--- config.mk ---
export PLATFORM = sky130hd
export DESIGN_NAME = gray_pair_packer
export DESIGN_NICKNAME = d
export VERILOG_FILES = /design/src/rtl/cam_pkg.sv /design/src/rtl/pix_fifo2.sv /design/src/rtl/gray_pair_packer.sv
export SDC_FILE = /design/constraint.sdc
export NUM_CORES = 1
export LEC_CHECK = 0
export BUFFER_PORTS_ARGS = -buffer_cell sky130_fd_sc_hd__clkbuf_2
export CAP_MARGIN = 20
export CORE_MARGIN = 5
export CORE_UTILIZATION = 50
export CTS_BUF_LIST = sky130_fd_sc_hd__clkbuf_2
export DETAILED_ROUTE_END_ITERATION = 8
export GPL_TIMING_DRIVEN = 0
export PLACE_DENSITY = 0.75
export REMOVE_ABC_BUFFERS = 1
export SETUP_SLACK_MARGIN = 0.2
export SLEW_MARGIN = 10
export SYNTH_ARGS = -nofsm -noshare
export SYNTH_HDL_FRONTEND = slang
export SYNTH_SLANG_ARGS = --single-unit
--- constraint.sdc ---
create_clock -name iCLK -period 1.7 [get_ports iCLK]
set_input_delay 0.255 -clock iCLK [delete_from_list [all_inputs] [get_ports iCLK]]
set_output_delay 0.255 -clock iCLK [all_outputs]
set_load 0.01 [all_outputs]
--- src/rtl/cam_pkg.sv ---
// Shared constants and types for the camera pixel path: frame geometry
// defaults, tag widths, packed-word bit positions and the FIFO entry layout.
package cam_pkg;

  localparam int H_ACTIVE_DEFAULT = 640;
  localparam int V_ACTIVE_DEFAULT = 480;

  localparam int GRAY_W = 8;
  localparam int X_W    = 10;
  localparam int Y_W    = 9;
  localparam int WORD_W = 16;

  // Where each slice of the gray value lands inside the two output words
  localparam int D1_G7_POS  = 15;
  localparam int D1_G65_POS = 0;
  localparam int D2_G4_POS  = 15;
  localparam int D2_G32_POS = 11;
  localparam int D2_G10_POS = 0;

  typedef struct packed {
    logic [GRAY_W-1:0] gray;
    logic [X_W-1:0]    x;
    logic [Y_W-1:0]    y;
  } pix_t;

  // Word 1 carries the top three gray bits, everything else zero
  function automatic logic [WORD_W-1:0] pack_word1(input logic [GRAY_W-1:0] g);
    logic [WORD_W-1:0] w;
    w = '0;
    w[D1_G7_POS]        = g[7];
    w[D1_G65_POS +: 2]  = g[6:5];
    return w;
  endfunction

  // Word 2 carries the low five gray bits split into three fields
  function automatic logic [WORD_W-1:0] pack_word2(input logic [GRAY_W-1:0] g);
    logic [WORD_W-1:0] w;
    w = '0;
    w[D2_G4_POS]        = g[4];
    w[D2_G32_POS +: 2]  = g[3:2];
    w[D2_G10_POS +: 2]  = g[1:0];
    return w;
  endfunction

endpackage

--- src/rtl/pix_fifo2.sv ---
// Two-entry FIFO with the head always held in slot0, so the head and its
// valid flag come straight from flops and can drive outputs directly.
module pix_fifo2 #(
  parameter int W = 8
) (
  input  logic         clk,
  input  logic         rst_n,
  input  logic         push,
  input  logic [W-1:0] din,
  input  logic         pop,
  output logic [W-1:0] head,
  output logic         head_valid,
  output logic         full
);

  logic [W-1:0] slot0;
  logic [W-1:0] slot1;
  logic         v0;
  logic         v1;
  logic         do_push;
  logic         do_pop;

  assign do_push    = push && !v1;
  assign do_pop     = pop && v0;
  assign head       = slot0;
  assign head_valid = v0;
  assign full       = v1;

  // Shift slot1 forward on a pop; a push with one entry and a pop lands
  // directly in slot0 so occupancy stays at one and order is kept.
  always_ff @(posedge clk or negedge rst_n) begin
    if (!rst_n) begin
      slot0 <= '0;
      slot1 <= '0;
      v0    <= 1'b0;
      v1    <= 1'b0;
    end else if (do_pop) begin
      if (v1) begin
        slot0 <= slot1;
        v1    <= 1'b0;
      end else if (do_push) begin
        slot0 <= din;
      end else begin
        v0 <= 1'b0;
      end
    end else if (do_push) begin
      if (!v0) begin
        slot0 <= din;
        v0    <= 1'b1;
      end else begin
        slot1 <= din;
        v1    <= 1'b1;
      end
    end
  end

endmodule

--- src/rtl/gray_pair_packer.sv ---
// Tags incoming gray pixels with their (x,y) raster position, buffers them
// two deep and presents each one as a pair of bit-scattered 16-bit words.
// Also flags frame-sync errors and pulses after the last pixel of a frame.
module gray_pair_packer
  import cam_pkg::*;
#(
  parameter int H_ACTIVE = H_ACTIVE_DEFAULT,
  parameter int V_ACTIVE = V_ACTIVE_DEFAULT
) (
  input  logic              iCLK,
  input  logic              iRST_N,
  input  logic [GRAY_W-1:0] iGray,
  input  logic              iValid,
  output logic              oReady,
  input  logic              iSOF,
  output logic [WORD_W-1:0] oData1,
  output logic [WORD_W-1:0] oData2,
  output logic              oValid,
  input  logic              iReady,
  output logic [X_W-1:0]    oX,
  output logic [Y_W-1:0]    oY,
  output logic              oFrameDone,
  output logic              oSyncErr,
  input  logic              iClrErr
);

  localparam logic [X_W-1:0] X_LAST = X_W'(H_ACTIVE - 1);
  localparam logic [Y_W-1:0] Y_LAST = Y_W'(V_ACTIVE - 1);

  logic                    ready_en;
  logic [X_W-1:0]          x_cnt;
  logic [Y_W-1:0]          y_cnt;
  logic [X_W-1:0]          tag_x;
  logic [Y_W-1:0]          tag_y;
  logic [X_W-1:0]          next_x;
  logic [Y_W-1:0]          next_y;
  logic                    sync_bad;
  logic                    accept;
  logic                    transfer;
  logic                    full;
  logic                    head_valid;
  logic [$bits(pix_t)-1:0] head_bits;
  pix_t                    head_pix;
  pix_t                    wr_pix;
  logic                    frame_done;
  logic                    sync_err;

  assign oReady   = ready_en && !full;
  assign accept   = iValid && oReady;
  assign transfer = head_valid && iReady;

  // Start-of-frame forces the tag to the origin; the counter then advances
  // from the tag, so a resynchronised frame continues at (1,0).
  always_comb begin
    tag_x    = iSOF ? '0 : x_cnt;
    tag_y    = iSOF ? '0 : y_cnt;
    next_x   = tag_x + X_W'(1);
    next_y   = tag_y;
    if (tag_x == X_LAST) begin
      next_x = '0;
      next_y = (tag_y == Y_LAST) ? '0 : tag_y + Y_W'(1);
    end
    sync_bad = iSOF ? ((x_cnt != '0) || (y_cnt != '0))
                    : ((x_cnt == '0) && (y_cnt == '0));
  end

  assign wr_pix = '{gray: iGray, x: tag_x, y: tag_y};

  pix_fifo2 #(
    .W($bits(pix_t))
  ) u_fifo (
    .clk        (iCLK),
    .rst_n      (iRST_N),
    .push       (accept),
    .din        (wr_pix),
    .pop        (transfer),
    .head       (head_bits),
    .head_valid (head_valid),
    .full       (full)
  );

  assign head_pix = pix_t'(head_bits);

  // Outputs are plain wiring from the FIFO head flops, so they stay frozen
  // whenever the head is not popped.
  assign oValid     = head_valid;
  assign oData1     = pack_word1(head_pix.gray);
  assign oData2     = pack_word2(head_pix.gray);
  assign oX         = head_pix.x;
  assign oY         = head_pix.y;
  assign oFrameDone = frame_done;
  assign oSyncErr   = sync_err;

  // Input-side raster counters, plus a one-cycle hold-off on ready after reset.
  always_ff @(posedge iCLK or negedge iRST_N) begin
    if (!iRST_N) begin
      ready_en <= 1'b0;
      x_cnt    <= '0;
      y_cnt    <= '0;
    end else begin
      ready_en <= 1'b1;
      if (accept) begin
        x_cnt <= next_x;
        y_cnt <= next_y;
      end
    end
  end

  // Frame-done pulse after the last pixel leaves, and sticky sync error
  // where a new error takes priority over a clear in the same cycle.
  always_ff @(posedge iCLK or negedge iRST_N) begin
    if (!iRST_N) begin
      frame_done <= 1'b0;
      sync_err   <= 1'b0;
    end else begin
      frame_done <= transfer && (head_pix.x == X_LAST) && (head_pix.y == Y_LAST);
      if (accept && sync_bad) begin
        sync_err <= 1'b1;
      end else if (iClrErr) begin
        sync_err <= 1'b0;
      end
    end
  end

endmodule

Word-level counts from Yosys, hierarchy flattened
Cells that the tools add are included.
{"block": "word_totals", "regBits": 78, "in_bits": 14, "word_cells": 62, "output_inout_bits": 55}
{"block": "classes", "bitwise_logic": 1, "reduce_logical": 23, "n_mux": 20, "n_eq_ne": 7, "add_sub_neg": 2}
{"op": "$mux 27", "n": 5}
{"op": "$mux 9", "n": 3}
{"op": "$eq 10x10->1 const B", "n": 2}
{"op": "$mux 10", "n": 2}
{"op": "$eq 9x9->1 const B", "n": 2}
{"op": "$add 10x1->10 const B", "n": 1}
{"op": "$logic_not 10->1", "n": 1}
{"op": "$mux 1", "n": 10}
{"op": "$reduce_bool 10->1", "n": 1}
{"op": "$add 9x1->9 const B", "n": 1}
{"op": "$logic_and 1x1->1", "n": 9}
{"op": "$logic_not 9->1", "n": 1}
{"op": "$reduce_and 3->1", "n": 3}
{"op": "$reduce_bool 9->1", "n": 1}
{"op": "$reduce_bool 2->1", "n": 4}
{"op": "$ne 2x2->1 const B", "n": 3}
{"op": "$reduce_and 2->1", "n": 1}
{"op": "$logic_not 1->1", "n": 1}
{"op": "$logic_or 1x1->1", "n": 1}
{"op": "$not 1->1", "n": 1}

Logic depth before layout (Yosys ltp)
Gate-level depths: netlist of the first run.
{"block": "depth", "word_depth": 7, "depth_mapped": 10, "ltp_nobuf": 8}

By module
Synthesis of the first run repeated with hierarchy kept, for this count alone.
{"block": "hier_totals", "cells_unflattened": 449, "hier_area_um2": 4324.1}
{"module": "pix_fifo2", "area_per_inst_um2": 2691.3, "cells_per_inst": 253, "seq_area_each_um2": 1401.3, "instances": 1}
{"module": "gray_pair_packer", "area_per_inst_um2": 1632.8, "cells_per_inst": 196, "seq_area_each_um2": 550.5, "instances": 1}

Worst setup path after synthesis of the first run
Ideal clock, no wire load.
{"block": "synth_path", "kind": "input to register", "from": "input port iSOF", "to": "register y_cnt[4]", "arrival_time_ns": 1.720, "setup_ns": 0.126, "t_required_ns": 1.574, "stages": 10, "path_slack_ns": -0.146, "cell_sequence": "clkbuf_1 -> nand2b_1 -> inv_1 -> ha_1 -> and3_1 -> and3_1 -> buf_6 -> nand4_4 -> nor3_1 -> a221o_1"}
{"item": "start: declaration", "line_no": "gray_pair_packer.sv:15", "source": "input logic iSOF,"}
{"item": "$mux 10", "line_no": "gray_pair_packer.sv:55", "source": "tag_x = iSOF ? '0 : x_cnt;"}
{"item": "named net tag_x[0]", "line_no": "gray_pair_packer.sv:33", "source": "logic [X_W-1:0] tag_x;"}
{"item": "$eq 10x10->1", "line_no": "gray_pair_packer.sv:59", "source": "if (tag_x == X_LAST) begin"}
{"item": "$mux 9", "line_no": "gray_pair_packer.sv:59"}
{"item": "end signal: assignment", "line_no": "gray_pair_packer.sv:104", "source": "y_cnt <= next_y;"}
{"item": "end: declaration", "line_no": "gray_pair_packer.sv:32", "source": "logic [Y_W-1:0] y_cnt;"}
The timed path passes the listed nets, and every way through them passes these cells.
A chain may end at the register's enable or synchronous reset.

Worst setup path after layout of the first run
{"block": "layout_path", "from": "register x_cnt[7]", "to": "register y_cnt[7]"}
{"block": "layout_between", "elab_chain_len": 3}
{"item": "start: declaration", "line_no": "gray_pair_packer.sv:31", "source": "logic [X_W-1:0] x_cnt;"}
{"item": "start signal: assignment", "line_no": "gray_pair_packer.sv:103", "source": "x_cnt <= next_x;"}
{"item": "$mux 10", "line_no": "gray_pair_packer.sv:55"}
{"item": "$eq 10x10->1", "line_no": "gray_pair_packer.sv:59"}
{"item": "$mux 9", "line_no": "gray_pair_packer.sv:59"}
Every way passes these cells.

==> results of run 1 <==
==> through the flow <==
stage               hold slack [ns]  setup TNS, ns
floorplan                   -0.0406         -35.69
global placement              0.461        -100.79
detailed placement            0.226         -26.70
CTS                           0.155              0
global route                  0.118          -3.26
finish                       0.0950          -2.87
==> critical path, delay by kind of cell, from the launching register on <==
kind	cells	cell delay, ns
and+or+nand+nor	2	0.74
DFF	1	0.58
AOI/OAI and AO/OA	2	0.34
buffers and inverters	1	0.22
==> logic make-up after synthesis <==
group | synth area share, %
and+or+nand+nor | 20.9
AOI/OAI and AO/OA | 15.2
DFF | 50.0
buffers and inverters | 8.55
muxes | 4.35
adders and majority gates | 0.640
other | 0.192
xor gates and xnor gates | 0.224
==> layout make-up <==
cell class	instances	area, µm²
Multi-Input combinational cell	322	2510
Sequential cell	78	1960
Fill cell	432	1880
Timing Repair Buffer	113	1080
Tap cell	102	128
Clock inverter	7	48.8
Clock buffer	9	45.0
Inverter	10	37.5
Antenna cell	1	2.50
==> Yosys cell counts, types with 2 or more instances <==
| cell | instances |
|---|---|
| buf_2 | 10 |
| a21oi_1 | 60 |
| nor3_1 | 10 |
| ha_1 | 2 |
| nand2b_1 | 18 |
| clkbuf_2 | 2 |
| dfrtp_1 | 78 |
| a22o_1 | 2 |
| inv_1 | 10 |
| nand4_1 | 3 |
| buf_4 | 25 |
| o31ai_1 | 4 |
| conb_1 | 2 |
| nand2_1 | 40 |
| mux2i_1 | 8 |
| mux2_2 | 8 |
| nor2_2 | 2 |
| nor2b_1 | 3 |
| a31oi_1 | 2 |
| nor2_1 | 52 |
| o211ai_1 | 2 |
| nand3_1 | 9 |
| nand4b_1 | 4 |
| nor4_1 | 5 |
| and3_1 | 7 |
| clkbuf_1 | 8 |
| buf_1 | 2 |
| o21ai_0 | 32 |
==> repair_timing <==
item / in CTS / in global routing
pin swaps: 15 / 39
resized for setup: 28 / 203
buffers inserted: 30 / 15
setup endpoints to repair: 75 / 74
hold buffers: 11 / 0
endpoints found under the hold margin: 58 / 0
gates cloned: 2 / 15
==> metal layers <==
layer	track usage, %	share of wire (%)	up-vias
met1	25.4	35	1985
met5	0	0	-
met4	7.14	8.1	0
met2	31.3	47	346
met3	2.79	9.5	115
li1	-	-	1670
==> where the power goes <==
group	internal [mW]	switching, mW	leakage (nW)	total (mW)
Clock	0.196	0.729	0.0620	0.925
Sequential	2.38	0.663	0.983	3.05
Combinational	1.71	1.78	1.43	3.49
==> final timing paths <==
kind,start,depth (start not counted),to
worst min register to register,u_fifo.slot1[24],1,u_fifo.slot1[24]
worst max register to register,x_cnt[7],5,y_cnt[7]
min in group asynchronous,iRST_N,2,ready_en
max in group asynchronous,iRST_N,3,y_cnt[5]
worst max-delay path,x_cnt[7],5,y_cnt[7]
worst min-delay path,iValid,3,u_fifo.head_valid
==> sequential cells by signal, indices dropped and copies added, names as in the netlist <==
signal,count
u_fifo.head_valid,1
y_cnt,9
oSyncErr,1
u_fifo.full,1
oFrameDone,1
ready_en,1
u_fifo.slot1,27
u_fifo.head,27
x_cnt,10
==> results by group, run 1 <==
Run status
  – Outcome: finished with violations
  – Failing checks: setup timing

CTS
  – CTS tree: yes
  – Number of buffers created by CTS: 9
  – Clock buffer depth: 2
  – CTS root buf: clkbuf_2
  – CTS Sinks: approximately 80
  – Clk slew on worst S/H paths: between 0.2 and 0.3 ns
  – H-Tree Depth: 3
  – Worst skew pair latency: 0.55 ns

Finish
  – Fin area: 0.00580 mm²
  – Post-Layout Cell Count: about 640
  – Commonest non-fill, non-tap cell in the layout: dfrtp_1
  – P&R area growth vs syn: 48.5%
  – Layout Utilization: between 70% and 80%
  – Most frequent cells in the layout: dfrtp_1 (73), clkbuf_2 (51), a21oi_2 (34)
  – Nets@finish: 550
  – Share of layout cells above drive strength 1: slightly below 50%

Route
  – Final wirelength: 15100 µm
  – Antenna-violating nets left: 0
  – DR WL/cell: 23.5 µm
  – 1st-iter DRT viols: 683
  – DR pass1 iterations: 6
  – Residual DRC: 0
  – Mean number of vias per cell: about 6.4
  – Vias: roughly 4000

Setup path
  – Reg2Reg Setup Slack: -0.29 ns
  – Max FO, Critical Path: 9
  – CP max-delay cell: dfrtp_1
  – Worst path max stage delay: 0.58 ns
  – CP Cell Sequence: nor4b_2, nand4_1, buf_4, o211ai_1, o31ai_1
  – CP Capture Type: flop
  – Data arrival time of the critical path: roughly 2.4 ns
  – WP data required: ~2.1 ns
  – Setup CP Type: reg -> reg
  – CP Launch Type: flop

STA
  – Final period util: 117%
  – Final setup viols: 19
  – Max-slew violations: 0
  – Slew @ Worst Pin: ~0.72 ns
  – Fin Clk Skew: 0.0355 ns
  – Final hold viol count: 0
  – Min cycle time layout: 1.99 ns
  – Slew HR: 51.9%
  – Peak Freq: 502 MHz
  – Unrepaired setup endpoints after global routing: true
  – Setup ws final: -0.292 ns

Placed design
  – Final GP Congestion: 0.854
  – Port Buffers: 44
  – Inst Count DP: 552
  – HPWL Detailed: 5370 µm
  – Post-place setup slack: -0.915 ns
  – Cell Area, Placed: around 0.004 mm²

Global route
  – Initial antenna violation count: 1
  – First-pass GRT wire length: 15100 µm
  – GR Util All Layers: about a fifth
  – Number of global-route vias before repair: 3077
  – GRT Residual Overflow: 0
  – Largest net degree at the start of global routing: 54

Logic synthesis
  – Mapped Area: between 0.003 and 0.004 mm²
  – Post-synth top area share: about half
  – Synth cell types: 46
  – Yosys warning total: 0
  – Post-synthesis sequential area ratio: about half
  – Register bit total from synthesis: between 70 and 80
  – Async set-or-reset flop fraction in the synthesized netlist: 100%
  – Synth Instances: 428
  – Post-synth EDFFs: 0
  – Avg Cell Area, Syn: 9.13 µm²
  – Ranking of synthesized cells by area: dfrtp_1 (50%), a21oi_1 (7.7%), nor2_1 (5.0%)
  – Synth Flop Type: dfrtp_1
  – Area leader, netlist: dfrtp_1

Die
  – Row Count: 32
  – Die ar.: ~0.0097 mm²
  – Die W: between 90 and 100 µm
  – I/O pins: 69
  – Height of the die: 98.4 µm
  – Placeable core region: about 0.0077 mm²
  – Initial cell density of the core: just over 50%

Hold path
  – Hold crit path type: in -> reg

Pwr
  – PD cells: approximately 1300 mW/mm²
  – Max VDD drop: about 0.00054 V
  – Tot Pwr: 7.46 mW
  – Leak: 2.47 nW

Run
  – Max cap viols: 0
Power figures use the tool's default switching activity.
==> run 2, diff against run 1 <==
--- a/config.mk
+++ b/config.mk
@@ -9,7 +9,7 @@
 export CAP_MARGIN = 20
 export CORE_MARGIN = 5
 export CORE_UTILIZATION = 50
-export CTS_BUF_LIST = sky130_fd_sc_hd__clkbuf_2
+export CTS_BUF_LIST = sky130_fd_sc_hd__clkbuf_4 sky130_fd_sc_hd__clkbuf_8
 export DETAILED_ROUTE_END_ITERATION = 8
 export GPL_TIMING_DRIVEN = 0
 export PLACE_DENSITY = 0.75
==> run 2 against run 1 <==
  * Routed wire length decreased by 17%
  * Clock-buffer cell count unchanged
  * Non-clock buffer count decreased by 7
  * Sequential power decreased by 7.2%
  * Power decreased by 8.3%
  * Largest power group is now registers
  * Worst setup slack improved by 0.18 ns
  * Flip-flop and latch count unchanged
  * The flow still finishes with violations (setup timing)
  * Worst hold slack got worse by 0.014 ns
  * Clock skew decreased by 0.018 ns
  * Cell count decreased by 1.7%
  * Clock power increased by 39%
  * Global-route usage increased by 1.7 points
==> results by group, run 2 (synthesized netlist as in run 1, its figures left out) <==
STA
  – Max-slew violations: 0
  – Unrepaired setup endpoints after global routing: true
  – Peak Freq: 553 MHz
  – Setup ws final: -0.107 ns
  – Min cycle time layout: 1.81 ns
  – Final hold viol count: 0
  – Final period util: 106%
  – Fin Clk Skew: 0.0175 ns
  – Total negative setup slack: -0.309 ns
  – Final setup viols: 6

CTS
  – Worst skew pair latency: 0.37 ns
  – H-Tree Depth: 3
  – CTS root buf: clkbuf_8
  – Number of buffers created by CTS: 9
  – CTS tree: yes
  – Clock buffer depth: 2
  – Clk slew on worst S/H paths: 0.09 ns
  – CTS Sinks: 78

Die
  – Placeable core region: 0.00769 mm²
  – Die W: ~98 µm
  – Height of the die: 98.4 µm
  – Initial cell density of the core: 50.8%
  – Row Count: 32
  – Die ar.: 0.00968 mm²
  – I/O pins: between 60 and 70

Finish
  – Share of layout cells above drive strength 1: between 30% and 40%
  – N_diodes: 0
  – Nets@finish: 540
  – Layout Utilization: 68.8%
  – Commonest non-fill, non-tap cell in the layout: dfrtp_1
  – Post-Layout Cell Count: 631
  – P&R area growth vs syn: 35.4%
  – Most frequent cells in the layout: dfrtp_1 (73), a21oi_1 (59), nor2_1 (48)

Placed design
  – Inst Count DP: 552
  – HPWL Detailed: 5370 µm
  – Port Buffers: 44
  – Post-place setup slack: -0.915 ns
  – Final GP Congestion: between 0.8 and 0.9

Hold path
  – Hold crit path type: in -> reg

Route
  – 1st-iter DRT viols: just under 500
  – Wire length on met2: 5950 µm
  – DR pass1 iterations: 6
  – Met1 Wirelength: 4610 µm
  – Vias: 3858
  – DR WL/cell: roughly 20 µm
  – Final wirelength: 12500 µm
  – Top layer used by detailed routing: met4
  – DR WL met3: 1210 µm
  – Antenna-violating nets left: 0
  – Mean number of vias per cell: 6.11
  – Residual DRC: 0

Global route
  – Largest net degree at the start of global routing: 54
  – First-pass GRT wire length: 16400 µm
  – GRT Residual Overflow: 0
  – Initial antenna violation count: 0
  – Number of global-route vias before repair: 3284
  – GR Util All Layers: just over 20%

Pwr
  – Tot Pwr: 6.84 mW
  – PD cells: 1290 mW/mm²
  – Leak: 2.38 nW
  – Max VDD drop: 0.000564 V

Run
  – Max cap viols: 0

Setup path
  – Setup CP Type: reg -> reg
  – Max FO, Critical Path: 8
  – Data arrival time of the critical path: about 2 ns
  – CP Launch Type: flop
  – CP Capture Type: flop
  – WP data required: 1.94 ns

Run status
  – Outcome: finished with violations
  – Failing checks: setup timing
## run 2: power breakdown
part / total, mW / switching (mW) / internal, mW
clock network: 1.29 / 0.760 / 0.533
logic: 2.72 / 1.40 / 1.32
registers: 2.83 / 0.440 / 2.39
## run 2: final timing paths
check / startpoint / end / slack (ns) / cells after the start
max in group asynchronous: iRST_N / x_cnt[7] / 0.74 / 3
setup reg to reg: x_cnt[5] / y_cnt[5] / -0.11 / 6
hold / removal: iClrErr / oSyncErr / 0.08 / 2
min in group asynchronous: iRST_N / u_fifo.full / 0.36 / 2
hold reg to reg: u_fifo.slot1[4] / u_fifo.slot1[4] / 0.50 / 2
setup / recovery: x_cnt[5] / y_cnt[5] / -0.11 / 6
## run 2: through the flow
step,cell area (µm²),hold WS (ns)
CTS,4730,0.0897
global route,5290,0.0957
detailed placement,4120,0.226
global placement,4050,0.461
finish,5290,0.0811
floorplan,3700,-0.0406
## run 2: critical path, cell delays in order (launching register included)
cell and delay (ns):
dfrtp_1 0.54, and3_1 0.34, and3_4 0.34, buf_4 0.15
a21oi_1 0.05, a21oi_1 0.17, nand2_1 0.10
## run 2: timing repair
action	CTS	global route
resized for setup	35	74
gates cloned	3	7
setup buffers	29	23
setup endpoints to repair	74	75
hold buffers	1	0
hold endpoints to repair	25	0
pin swaps	14	14
## run 2: layout make-up
type | count | area (µm²)
fillers | 522 | 2400
well taps | 102 | 128
flip-flops and latches | 78 | 1960
clock inverters | 7 | 48.8
clock buffers | 9 | 124
inverters | 10 | 40.0
multi-input cells | 319 | 2050
repair buffers | 106 | 942
## run 2: metal layers
layer | GRT usage (%) | up-vias
met5 | 0 | -
li1 | - | 1635
met4 | 8.82 | 0
met3 | 4.36 | 75
met1 | 26.9 | 1850
met2 | 33.4 | 298
==> run 3, diff against run 2 <==
--- a/config.mk
+++ b/config.mk
@@ -12,7 +12,7 @@
 export CTS_BUF_LIST = sky130_fd_sc_hd__clkbuf_4 sky130_fd_sc_hd__clkbuf_8
 export DETAILED_ROUTE_END_ITERATION = 8
 export GPL_TIMING_DRIVEN = 0
-export PLACE_DENSITY = 0.75
+export PLACE_DENSITY = 0.73
 export REMOVE_ABC_BUFFERS = 1
 export SETUP_SLACK_MARGIN = 0.2
 export SLEW_MARGIN = 10
==> constraint.sdc (replaced) <==
create_clock -name iCLK -period 1.8 [get_ports iCLK]
set_input_delay 0.27 -clock iCLK [delete_from_list [all_inputs] [get_ports iCLK]]
set_output_delay 0.27 -clock iCLK [all_outputs]
set_load 0.01 [all_outputs]
==> run 3 against run 2 <==
  * Via count fell by 10%
  * Maximum frequency rose by 0.89%
  * Worst setup slack improved by 0.12 ns
  * Combinational power fell by 28%
  * Critical path depth did not move
  * Non-clock buffer count fell by 24
  * Sequential share of layout area rose by 3.7 points
  * Power fell by 15%
  * Clock skew fell by 0.0065 ns
  * The run now ends clean
  * Sequential power fell by 7.1%
==> results by group, run 3 (synthesized netlist as in run 1, its figures left out) <==
Placed design
  – Post-place setup slack: -0.787 ns
  – HPWL Detailed: 5270 µm
  – Port Buffers: 44
  – Final GP Congestion: 0.870

Run
  – Max cap viols: 0

Run status
  – Outcome: finished, final reports clean

CTS
  – Clk slew on worst S/H paths: 0.08 ns
  – Worst skew pair latency: 0.37 ns
  – H-Tree Depth: 3
  – CTS root buf: clkbuf_8
  – Clock buffer depth: 2
  – CTS Sinks: 78
  – CTS tree: yes
  – Number of buffers created by CTS: 9

STA
  – Peak Freq: 558 MHz
  – Final hold viol count: 0
  – Min cycle time layout: ~1.8 ns
  – Max-slew violations: 0
  – Final period util: 99.5%
  – WHS: 0.0943 ns
  – Setup ws final: 0.00854 ns
  – Fin Clk Skew: 0.0109 ns
  – Final setup viols: 0
  – Unrepaired setup endpoints after global routing: true

Route
  – DR WL/cell: around 17 µm
  – 1st-iter DRT viols: 366
  – DR pass1 iterations: 6
  – Vias: 3461
  – Final wirelength: 10100 µm
  – Mean number of vias per cell: 5.73
  – Antenna-violating nets left: 0
  – Residual DRC: 0

Finish
  – Area occupied by multi-input gates: about 0.0019 mm²
  – P&R area growth vs syn: 23.0%
  – Nets@finish: 514
  – Fill cells: 598
  – N_diodes: 0
  – Share of layout cells above drive strength 1: about 28%
  – Most frequent cells in the layout: dfrtp_1 (73), a21oi_1 (56), nor2_1 (50)
  – Commonest non-fill, non-tap cell in the layout: dfrtp_1
  – Register area: 0.00196 mm²

Die
  – Placeable core region: 0.00769 mm²
  – Die W: roughly 98 µm
  – Height of the die: 98.4 µm
  – Initial cell density of the core: 50.8%
  – Die ar.: 0.00968 mm²
  – I/O pins: 69
  – Row Count: 32

Global route
  – Busiest grt layer: met2
  – GRT Residual Overflow: 0
  – GR Util All Layers: 18.3%
  – Met1 usage: 24.3%
  – Met2 Use GR: 28.8%
  – Initial antenna violation count: 0
  – Number of global-route vias before repair: roughly 3000
  – Largest net degree at the start of global routing: 59
  – First-pass GRT wire length: approximately 14000 µm
  – Met3 Use GR: 2.86%

Setup path
  – R2R Path Start: y_cnt[4]
  – Max FO, Critical Path: 6
  – Data arrival time of the critical path: 2.04 ns
  – CP Launch Point: y_cnt[4]
  – WP data required: between 2 and 2.5 ns
  – CP Launch Type: flop
  – Setup CP Type: reg -> reg
  – CP Capture Type: flop
  – R2r worst-path depth: 6

Hold path
  – Hold Crit Depth: 2
  – Hold crit path type: in -> reg
  – Hold Crit Start: iClrErr

Pwr
  – Max VDD drop: around 0.00046 V
  – Leak: around 2.2 nW
  – PD cells: 1210 mW/mm²
-- run 3: cell count changes in the layout (fill, tap and decap cells not counted), sizes merged --
cell / change
and3: +1
nand2: -3
clkbuf: +1
clkinv: -2
buf: -24
-- run 3: final timing paths --
| kind | end | slack (ns) |
|---|---|---|
| setup / recovery | y_cnt[7] | 0.009 |
| max in group asynchronous | x_cnt[7] | 0.84 |
| hold / removal | oSyncErr | 0.09 |
| min in group asynchronous | u_fifo.full | 0.35 |
| setup reg to reg | y_cnt[7] | 0.009 |
| hold reg to reg | u_fifo.slot1[15] | 0.48 |
-- run 3: metal layers --
| layer | wire length (µm) | vias up |
|---|---|---|
| met5 | 0 | - |
| met4 | 331 | 0 |
| met3 | 741 | 36 |
| met2 | 4920 | 179 |
| met1 | 4130 | 1674 |
| li1 | - | 1572 |
-- run 3: area by class of cell --
class / count / area share [%]
clock inverters: 5 / 0.729
repair buffers: 82 / 13.0
well taps: 102 / 2.66
multi-input cells: 317 / 39.2
inverters: 10 / 0.781
flip-flops and latches: 78 / 40.8
clock buffers: 10 / 2.86
-- run 3: through the flow --
| step | power, mW | std cells | cell area (µm²) | utilization, % | TNS [ns] |
|---|---|---|---|---|---|
| finish | 5.80 | 604 | 4800 | 62.5 | 0 |
| global route | 6.16 | 604 | 4800 | 62.5 | -0.0534 |
| CTS | 5.57 | 587 | 4530 | 59.0 | 0 |
| detailed placement | 4.23 | 552 | 4120 | 53.6 | -18.45 |
| global placement | 4.11 | 549 | 4050 | 52.6 | -90.60 |
| floorplan | 3.53 | 403 | 3700 | - | -32.68 |
-- run 3: critical path, cell delays in order (launching register included) --
cell and delay (ns):
dfrtp_1 0.45, nand4b_1 0.26, nor4_4 0.38, buf_4 0.19, a31oi_1 0.05, o211ai_1 0.24
o31ai_1 0.10
-- run 3: report_power, final --
part           internal, mW  switching (mW)
clock network         0.533           0.680
registers              2.26           0.374
logic                 0.892            1.06
total                  3.68            2.11
-- run 3: what timing repair did --
item / 4_1_cts / 5_1_grt
endpoints found under the setup margin: 71 / 50
endpoints found under the hold margin: 20 / 0
buffers inserted: 18 / 14
gates cloned: 1 / 3
pin swaps: 10 / 14
gates resized for setup: 25 / 25
hold buffers: 1 / 0
